<file path="src/rtl/alu_pkg.sv">
// Shared encodings for the EX-stage ALU control slice: slice op codes, funct
// fields, ALUOp and result-select encodings, and the multiplier FSM states.
package alu_pkg;

  localparam logic [2:0] SIG_AND = 3'b000;
  localparam logic [2:0] SIG_OR  = 3'b001;
  localparam logic [2:0] SIG_ADD = 3'b010;
  localparam logic [2:0] SIG_SUB = 3'b110;
  localparam logic [2:0] SIG_SLT = 3'b111;

  localparam logic [5:0] FN_ADD   = 6'b100000;
  localparam logic [5:0] FN_SUB   = 6'b100010;
  localparam logic [5:0] FN_AND   = 6'b100100;
  localparam logic [5:0] FN_OR    = 6'b100101;
  localparam logic [5:0] FN_SLT   = 6'b101010;
  localparam logic [5:0] FN_MULTU = 6'b011001;
  localparam logic [5:0] FN_MFHI  = 6'b010000;
  localparam logic [5:0] FN_MFLO  = 6'b010010;

  localparam logic [1:0] ALUOP_MEM   = 2'b00;
  localparam logic [1:0] ALUOP_BR    = 2'b01;
  localparam logic [1:0] ALUOP_RTYPE = 2'b10;
  localparam logic [1:0] ALUOP_RSVD  = 2'b11;

  localparam logic [1:0] RSEL_ALU = 2'b00;
  localparam logic [1:0] RSEL_HI  = 2'b01;
  localparam logic [1:0] RSEL_LO  = 2'b10;

  typedef enum logic {IDLE, MUL} mul_state_t;

endpackage

</file>
<file path="src/rtl/alu_ctrl_issue_if.sv">
// EX-stage instruction/control bundle between the pipeline and alu_ctrl_issue.
interface alu_ctrl_issue_if #(
  parameter int unsigned WIDTH = 32
);
  logic             id_valid;
  logic             flush;
  logic [1:0]       alu_op;
  logic [5:0]       funct;
  logic [WIDTH-1:0] rs_data;
  logic [WIDTH-1:0] rt_data;
  logic [2:0]       signal;
  logic             invert;
  logic             cin;
  logic [1:0]       result_sel;
  logic             bad_funct;
  logic             stall;
  logic             busy;
  logic [WIDTH-1:0] hi;
  logic [WIDTH-1:0] lo;

  modport master (
    output id_valid, flush, alu_op, funct, rs_data, rt_data,
    input  signal, invert, cin, result_sel, bad_funct, stall, busy, hi, lo
  );

  modport slave (
    input  id_valid, flush, alu_op, funct, rs_data, rt_data,
    output signal, invert, cin, result_sel, bad_funct, stall, busy, hi, lo
  );
endinterface

</file>
<file path="src/rtl/alu_ctrl_issue_mult_seq.sv">
// Sequential shift-add unsigned multiplier: WIDTH iterations, HI/LO written
// together on the last iteration.
module mult_seq
  import alu_pkg::*;
#(
  parameter int unsigned WIDTH = 32
) (
  input  logic             clk,
  input  logic             rst_n,
  input  logic             start,
  input  logic [WIDTH-1:0] mcand_in,
  input  logic [WIDTH-1:0] mplier_in,
  output logic             busy,
  output logic [WIDTH-1:0] hi,
  output logic [WIDTH-1:0] lo
);
  localparam int unsigned CW = (WIDTH > 1) ? $clog2(WIDTH) : 1;
  localparam logic [CW-1:0] LAST = CW'(WIDTH - 1);

  mul_state_t       state;
  logic [CW-1:0]    cnt;
  logic [WIDTH:0]   acc;
  logic [WIDTH-1:0] mcand;
  logic [WIDTH-1:0] mplier;
  logic [WIDTH:0]   sum;
  logic [WIDTH:0]   acc_next;
  logic [WIDTH-1:0] mplier_next;

  // The low bit of the sum shifts into the multiplier register as the
  // product's low half accumulates there.
  always_comb begin
    sum         = acc + (mplier[0] ? {1'b0, mcand} : '0);
    acc_next    = {1'b0, sum[WIDTH:1]};
    mplier_next = {sum[0], mplier[WIDTH-1:1]};
  end

  always_ff @(posedge clk or negedge rst_n) begin
    if (!rst_n) begin
      state  <= IDLE;
      cnt    <= '0;
      acc    <= '0;
      mcand  <= '0;
      mplier <= '0;
      hi     <= '0;
      lo     <= '0;
    end else begin
      case (state)
        IDLE: if (start) begin
          mcand  <= mcand_in;
          mplier <= mplier_in;
          acc    <= '0;
          cnt    <= '0;
          state  <= MUL;
        end
        MUL: begin
          acc    <= acc_next;
          mplier <= mplier_next;
          cnt    <= cnt + 1'b1;
          if (cnt == LAST) begin
            hi    <= acc_next[WIDTH-1:0];
            lo    <= mplier_next;
            state <= IDLE;
          end
        end
        default: state <= IDLE;
      endcase
    end
  end

  assign busy = (state == MUL);

endmodule

</file>
<file path="src/rtl/alu_ctrl_issue.sv">
// EX-stage ALU control: slice op decode, result source select, MULTU issue
// and the HI/LO hazard interlock around the sequential multiplier.
module alu_ctrl_issue
  import alu_pkg::*;
#(
  parameter int unsigned WIDTH = 32
) (
  input logic             clk,
  input logic             rst_n,
  alu_ctrl_issue_if.slave bus
);
  logic             rtype;
  logic             is_multu;
  logic             hilo_use;
  logic             accept;
  logic             busy;
  logic [WIDTH-1:0] hi;
  logic [WIDTH-1:0] lo;

  always_comb begin
    bus.signal     = SIG_AND;
    bus.result_sel = RSEL_ALU;
    bus.bad_funct  = 1'b0;
    case (bus.alu_op)
      ALUOP_MEM:   bus.signal = SIG_ADD;
      ALUOP_BR:    bus.signal = SIG_SUB;
      ALUOP_RTYPE: begin
        case (bus.funct)
          FN_ADD:   bus.signal = SIG_ADD;
          FN_SUB:   bus.signal = SIG_SUB;
          FN_AND:   bus.signal = SIG_AND;
          FN_OR:    bus.signal = SIG_OR;
          FN_SLT:   bus.signal = SIG_SLT;
          FN_MFHI:  bus.result_sel = RSEL_HI;
          FN_MFLO:  bus.result_sel = RSEL_LO;
          FN_MULTU: ;
          default:  bus.bad_funct = 1'b1;
        endcase
      end
      default:     bus.bad_funct = 1'b1;
    endcase
    bus.invert = (bus.signal == SIG_SUB) || (bus.signal == SIG_SLT);
    bus.cin    = bus.invert;
  end

  assign rtype    = (bus.alu_op == ALUOP_RTYPE);
  assign is_multu = rtype && (bus.funct == FN_MULTU);
  assign hilo_use = rtype && (bus.funct == FN_MULTU || bus.funct == FN_MFHI ||
                              bus.funct == FN_MFLO);

  // Only HI/LO consumers wait; a flushed instruction neither stalls nor issues.
  assign bus.stall = busy && bus.id_valid && !bus.flush && hilo_use;
  assign accept    = bus.id_valid && !bus.flush && !bus.stall && is_multu;

  mult_seq #(.WIDTH(WIDTH)) u_mult (
    .clk       (clk),
    .rst_n     (rst_n),
    .start     (accept),
    .mcand_in  (bus.rs_data),
    .mplier_in (bus.rt_data),
    .busy      (busy),
    .hi        (hi),
    .lo        (lo)
  );

  assign bus.busy = busy;
  assign bus.hi   = hi;
  assign bus.lo   = lo;

endmodule

</file>
<file path="src/flat_wrapper.sv">
// flat-port wrapper written by rule: the top's interface ports become plain ports
module alu_ctrl_issue_flat import alu_pkg::*;
#(
  parameter int unsigned WIDTH = 32
)
  (clk, rst_n, bus_id_valid, bus_flush, bus_alu_op, bus_funct, bus_rs_data, bus_rt_data, bus_signal, bus_invert, bus_cin, bus_result_sel, bus_bad_funct, bus_stall, bus_busy, bus_hi, bus_lo);
  alu_ctrl_issue_if #(.WIDTH(WIDTH)) bus_i ();
  input logic clk;
  input logic rst_n;
  input wire logic [$bits(bus_i.id_valid)-1:0] bus_id_valid;
  input wire logic [$bits(bus_i.flush)-1:0] bus_flush;
  input wire logic [$bits(bus_i.alu_op)-1:0] bus_alu_op;
  input wire logic [$bits(bus_i.funct)-1:0] bus_funct;
  input wire logic [$bits(bus_i.rs_data)-1:0] bus_rs_data;
  input wire logic [$bits(bus_i.rt_data)-1:0] bus_rt_data;
  output wire logic [$bits(bus_i.signal)-1:0] bus_signal;
  output wire logic [$bits(bus_i.invert)-1:0] bus_invert;
  output wire logic [$bits(bus_i.cin)-1:0] bus_cin;
  output wire logic [$bits(bus_i.result_sel)-1:0] bus_result_sel;
  output wire logic [$bits(bus_i.bad_funct)-1:0] bus_bad_funct;
  output wire logic [$bits(bus_i.stall)-1:0] bus_stall;
  output wire logic [$bits(bus_i.busy)-1:0] bus_busy;
  output wire logic [$bits(bus_i.hi)-1:0] bus_hi;
  output wire logic [$bits(bus_i.lo)-1:0] bus_lo;
  assign bus_i.id_valid = bus_id_valid;
  assign bus_i.flush = bus_flush;
  assign bus_i.alu_op = bus_alu_op;
  assign bus_i.funct = bus_funct;
  assign bus_i.rs_data = bus_rs_data;
  assign bus_i.rt_data = bus_rt_data;
  assign bus_signal = bus_i.signal;
  assign bus_invert = bus_i.invert;
  assign bus_cin = bus_i.cin;
  assign bus_result_sel = bus_i.result_sel;
  assign bus_bad_funct = bus_i.bad_funct;
  assign bus_stall = bus_i.stall;
  assign bus_busy = bus_i.busy;
  assign bus_hi = bus_i.hi;
  assign bus_lo = bus_i.lo;
  alu_ctrl_issue #(.WIDTH(WIDTH)) u_core (.clk(clk), .rst_n(rst_n), .bus(bus_i));
endmodule
</file>
<file path="config.mk">
export PLATFORM = sky130hd
export DESIGN_NAME = alu_ctrl_issue_flat
export DESIGN_NICKNAME = d
export VERILOG_FILES = /design/src/rtl/alu_pkg.sv /design/src/rtl/alu_ctrl_issue_if.sv /design/src/rtl/alu_ctrl_issue_mult_seq.sv /design/src/rtl/alu_ctrl_issue.sv /design/src/flat_wrapper.sv
export SDC_FILE = /design/constraint.sdc
export NUM_CORES = 1
export LEC_CHECK = 0
export BUFFER_PORTS_ARGS = -buffer_cell sky130_fd_sc_hd__buf_4
export CORE_MARGIN = 2
export CORE_UTILIZATION = 57
export DETAILED_ROUTE_END_ITERATION = 6
export PLACE_DENSITY = 0.89
export SETUP_SLACK_MARGIN = 0.1
export SLEW_MARGIN = 10
export SYNTH_ARGS = -nofsm -noshare
export SYNTH_HDL_FRONTEND = slang
export SYNTH_HIERARCHICAL = 1
export SYNTH_SLANG_ARGS = --single-unit
</file>
<file path="constraint.sdc">
create_clock -name clk -period 3.65 [get_ports clk]
set_clock_uncertainty 0.05 [all_clocks]
set_input_delay 0.365 -clock clk [delete_from_list [all_inputs] [get_ports clk]]
set_output_delay 0.365 -clock clk [all_outputs]
set_load 0.1 [all_outputs]
</file>
; ---- Word level (Yosys, flattened, before mapping)
; Cells that the tools add are included.
; W data, S select, Z words.
[word_totals]
out_inout_bits = 74
input_bits = 76
ff_bits = 167
elab_cells = 58
[op_classes]
add_sub_neg = 2
bitwise_logic = 1
mux = 16
n_eq_ne = 14
reduce_logical = 18
[ops]
columns = operator, n
row1 = $pmux W33 S2, 1
row2 = $mux W32, 2
row3 = $pmux W32 S2, 1
row4 = $add A33 B33 Y33, 1
row5 = $mux W33, 1
row6 = $eq A6 B6 Y1 const B, 5
row7 = $eq A6 B5 Y1 const B, 3
row8 = $pmux W3 S4, 1
row9 = $pmux W5 S2, 1
row10 = $pmux W3 S3, 1
row11 = $logic_and A1 B1 Y1, 8
row12 = $reduce_or A8 Y1, 1
row13 = $eq A3 B3 Y1 const B, 2
row14 = $add A5 B1 Y5 const B, 1
row15 = $eq A5 B5 Y1 const B, 1
row16 = $mux W5, 1
row17 = $pmux W1 S2, 2
row18 = $pmux W2 S2, 1
row19 = $reduce_and A2 Y1, 2
row20 = $logic_or A1 B1 Y1, 3
row21 = $mux W1, 3
row22 = $eq A2 B1 Y1 const B, 1
row23 = $eq A2 B2 Y1 const B, 1
row24 = $logic_not A1 Y1, 2
row25 = other kinds (5), 5

; ---- Longest topological paths before layout
[logic_depth]
word_depth = 10
depth_mapped = 11

; ---- Modules after synthesis
; Netlist, hierarchy kept.
[modules_own_cells]
columns = mod, seq_area_each_um2, n_inst, cells_each, area_each_um2
row1 = mult_seq, 4154.0, 1, 860, 8539.4
row2 = alu_ctrl_issue, 0.0, 1, 31, 193.9

; ---- Worst setup path before layout
; OpenSTA, ideal clock, no wires.
[synth_path]
path_kind = in2out
startpoint = in bus_alu_op[0]
endpoint = out bus_result_sel[0]
path_buffers = 0
setup_slack_ns = -0.492
cell_stages = 3
arrival_ns = 3.727
cell_sequence = inv_1 > nand4_1 > nor4b_1
[synth_via]
elab_chain_cells = 2
[synth_lines]
columns = item, line_no
row1 = start: declaration, flat_wrapper.sv:12  ; input wire logic [$bits(bus_i.alu_op)-1:0] bus_alu_op;
row2 = $eq A2 B2 Y1, alu_ctrl_issue.sv:24  ; case (bus.alu_op)
row3 = $mux W2, alu_ctrl_issue.sv:24
row4 = end: declaration, flat_wrapper.sv:19  ; output wire logic [$bits(bus_i.result_sel)-1:0] bus_result_sel;
; No other way between the ends.

; ---- Final worst setup path
[layout_path]
startpoint = reg u_core.u_mult.mplier[0]
endpoint = reg u_core.u_mult.acc[23]
[layout_via]
elab_chain_cells = 3
[layout_lines]
columns = item, line_no
row1 = start: declaration, alu_ctrl_issue_mult_seq.sv:24  ; logic [WIDTH-1:0] mplier;
row2 = start signal: assignment, alu_ctrl_issue_mult_seq.sv:50  ; mplier <= mplier_in;
row3 = start signal: assignment, alu_ctrl_issue_mult_seq.sv:57  ; mplier <= mplier_next;
row4 = $mux W32, alu_ctrl_issue_mult_seq.sv:32  ; sum = acc + (mplier[0] ? {1'b0, mcand} : '0);
row5 = $add A33 B33 Y33, alu_ctrl_issue_mult_seq.sv:32
row6 = $pmux W33 S2, alu_ctrl_issue_mult_seq.sv:47  ; case (state)
row7 = end signal: assignment, alu_ctrl_issue_mult_seq.sv:56  ; acc <= acc_next;
row8 = end: declaration, alu_ctrl_issue_mult_seq.sv:22  ; logic [WIDTH:0] acc;
; No other way between the ends.
; A chain may end at the register's enable or synchronous reset.

==> results.json <==
{
  "clock_path_buffers": 2,
  "dr.pass1.iters": 5,
  "min_path_cells": 2,
  "nets": 1137,
  "synth_seq_cells": 166,
  "min_from": "bus_rs_data[23]",
  "slew_viol_final": 0,
  "rows": 45,
  "status": "complete, no violations",
  "p_switching_mw": 2.14,
  "finalCritPeriodShare": 0.910,
  "r2r_start": "u_core/u_mult/mplier[0]",
  "hold_path_end": "u_core/u_mult/mcand[23]",
  "syn_nets": 1002,
  "vias": 7349,
  "worstReg2RegEnd": "u_core/u_mult/acc[23]",
  "track_usage": 0.270,
  "chipHeight_um": 128,
  "numCtsBuffers": 17,
  "initial_utilization": 0.579,
  "cts.sinks": 166,
  "combinationalPowerShare": 0.274,
  "tightest_slew_ns": 0.845,
  "drtIter0Drc": 705,
  "clkTransAtPathRegs_ns": 0.06,
  "syn_area_um2": 8730,
  "syn_inst": 891,
  "worst_r2r_path_depth": 9,
  "rsz0062_at_grt": "no",
  "ir_drop_v": 0.000400,
  "slowest_delay_ns": 0.49,
  "grt_pass1_vias": 7224,
  "final_common_cell": "nand2_1",
  "power_density_nw_per_um2": 572,
  "p_total_mw": 6.14,
  "grt_antenna_before_repair": 0,
  "place_congestion": 0.963,
  "drive_above_1_share": 0.247,
  "worstPathBufferInverterCount": 1,
  "final_util": 0.711,
  "period_needed_ns": 3.32,
  "cts_tree": "yes",
  "grt_pass1_wl_um": 35200,
  "p_int_mw": 4.00,
  "avgSynthCellArea_um2": 9.80,
  "path_delay_family": "compound AO/OA/AOI/OAI gates",
  "gr-total-overflow": 0,
  "ant_nets": 0,
  "syn_to_final_growth_pct": 22.8,
  "io_pins": 150,
  "yosysSeqAreaShare": 0.476,
  "maxSlewHeadroom": 0.436,
  "synth_warnings": 6,
  "critical_path_arrival_ns": 3.59,
  "slowest_stage": "a2111o_1",
  "wl_um": 21400,
  "core-area_um2": 15100,
  "clk_latency_ns": 0.43,
  "synth_edf_count": 0,
  "cts_root_buf": "clkbuf_16",
  "dpl.hpwl_um": 14500,
  "diodes": 0,
  "dp_cells": 1194,
  "htree_num_levels": 4,
  "die_w_um": 128,
  "start_kind": "register",
  "crit_fanout": 24,
  "power.share.switching": 0.349,
  "synth_top_flop_cell": "dfrtp_1",
  "crit_chain": "buf_4 -> and2_1 -> ha_2 -> nand4_2 -> or3_1 -> a2111o_1 -> a311oi_2 -> o21ai_1 -> a32o_1",
  "post-route-drc-count": 0,
  "synthArstFlopShare": 1.00,
  "drv_cap": 0,
  "hold_viol": 0,
  "final_cell_mix": "nand2_1 (196), dfrtp_1 (165), buf_4 (157)",
  "wire_per_inst_um": 17.5,
  "synth.distinct_cells": 68,
  "power_frac_seq": 0.409,
  "critical_path_required_ns": 3.92,
  "p_leak_nw": 5.38,
  "clkPwrFrac": 0.317,
  "dieArea_um2": 16300,
  "finalSetupViolCount": 0,
  "layoutNonFillerInstCount": 1227,
  "reg2reg_slack_ns": 0.33,
  "end_kind": "register",
  "hp-class": "primary input to register",
  "portBuffers": 149,
  "critPathKind": "register to register",
  "fmax_mhz": 301,
  "grt_max_degree": 73,
  "fin_tns_setup_ns": 0,
  "cts_setup_buffers": 0,
  "viasPerCell": 5.99
}
-- power groups by stage --
stage	Combinational, mW	Clock [mW]	Sequential (mW)
6_report	1.68	1.95	2.51
5_1_grt	1.84	2.05	2.55
4_1_cts	1.67	1.97	2.50
3_5_place_dp	1.66	0	2.53
3_3_place_gp	1.61	0	2.51
2_1_floorplan	0.861	0	2.83
-- worst max-delay path by stage --
stage | start | to | slack [ns] | cells past startpoint
after floorplan | bus_alu_op[0] | bus_invert | 0.10 | 3
after global placement | u_core/u_mult/mplier[0] | u_core/u_mult/acc[19] | 0.43 | 11
after detailed placement | u_core/u_mult/mplier[0] | u_core/u_mult/acc[19] | 0.30 | 11
after CTS | u_core/u_mult/mplier[0] | u_core/u_mult/acc[19] | 0.17 | 11
after global routing | u_core/u_mult/mplier[0] | u_core/u_mult/acc[24] | 0.16 | 10
final | u_core/u_mult/mplier[0] | u_core/u_mult/acc[23] | 0.33 | 9
-- worst register-to-register path, cell delays in order, from the launching register on --
cell and delay (ns):
dfrtp_1 0.47, buf_4 0.27, and2_1 0.18, ha_2 0.46, nand4_2 0.21, or3_1 0.42, a2111o_1 0.49, a311oi_2 0.29
o21ai_1 0.12, a32o_1 0.26
-- state kept, by name, summed over array words and instances, names as in the netlist --
name / cells
u_core/u_mult/acc: 32
u_core/u_mult/cnt: 5
u_core/u_mult/mplier: 32
u_core/u_mult/mcand: 32
u_core/u_mult/busy: 1
u_core/u_mult/lo: 32
u_core/u_mult/hi: 32
-- layer usage --
metal | vias to the layer above | part of all wire | track usage
met5 | - | 0 | 0
met4 | 0 | 0.034 | 0.118
met3 | 69 | 0.067 | 0.0518
met2 | 311 | 0.48 | 0.439
met1 | 3540 | 0.42 | 0.356
li1 | 3429 | - | -
-- cell families after synthesis --
kind of cell	count (synthesis)	synth area share
AO/OA/AOI/OAI	211	0.166
XOR/XNOR	16	0.0160
adder cells (fa/ha/maj)	35	0.0510
buffers and inverters	62	0.0272
flip-flops	166	0.476
multiplexers	74	0.0907
AND/OR/NAND/NOR	327	0.174
-- metrics by stage --
step                worst slack [ns]  cell area, um^2  hold WS (ns)
floorplan                      0.101             8740        0.0194
global placement               0.429            10100         0.368
detailed placement             0.300            10100         0.372
CTS                            0.171            10700         0.106
global route                   0.161            10700         0.109
finish                         0.330            10700         0.116
-- cell usage after synthesis, drive strengths merged, types with 18 or more instances --
master / instances / area share
nand2: 197 / 0.085
dfrtp: 166 / 0.48
o21ai: 65 / 0.037
mux2: 41 / 0.053
and2: 37 / 0.027
clkbuf: 35 / 0.015
a21oi: 34 / 0.020
ha: 34 / 0.049
mux2i: 33 / 0.038
nor2: 22 / 0.0095
a21o: 21 / 0.018
a22o: 18 / 0.018
-- area by class of cell --
cell class / instances / area (um^2)
repair buffers: 161 / 1240
inverters: 17 / 63.8
clock buffers: 21 / 480
well taps: 188 / 235
flip-flops and latches: 166 / 4160
fillers: 1104 / 4370
multi-input cells: 663 / 4380
clock inverters: 11 / 170
-- timing repair --
action / in CTS / in global routing
hold buffers: 1 / 0
endpoints found under the setup margin: 0 / 4
hold endpoints to repair: 70 / 0
resized for setup: 0 / 3
Power figures use the tool's default switching activity.
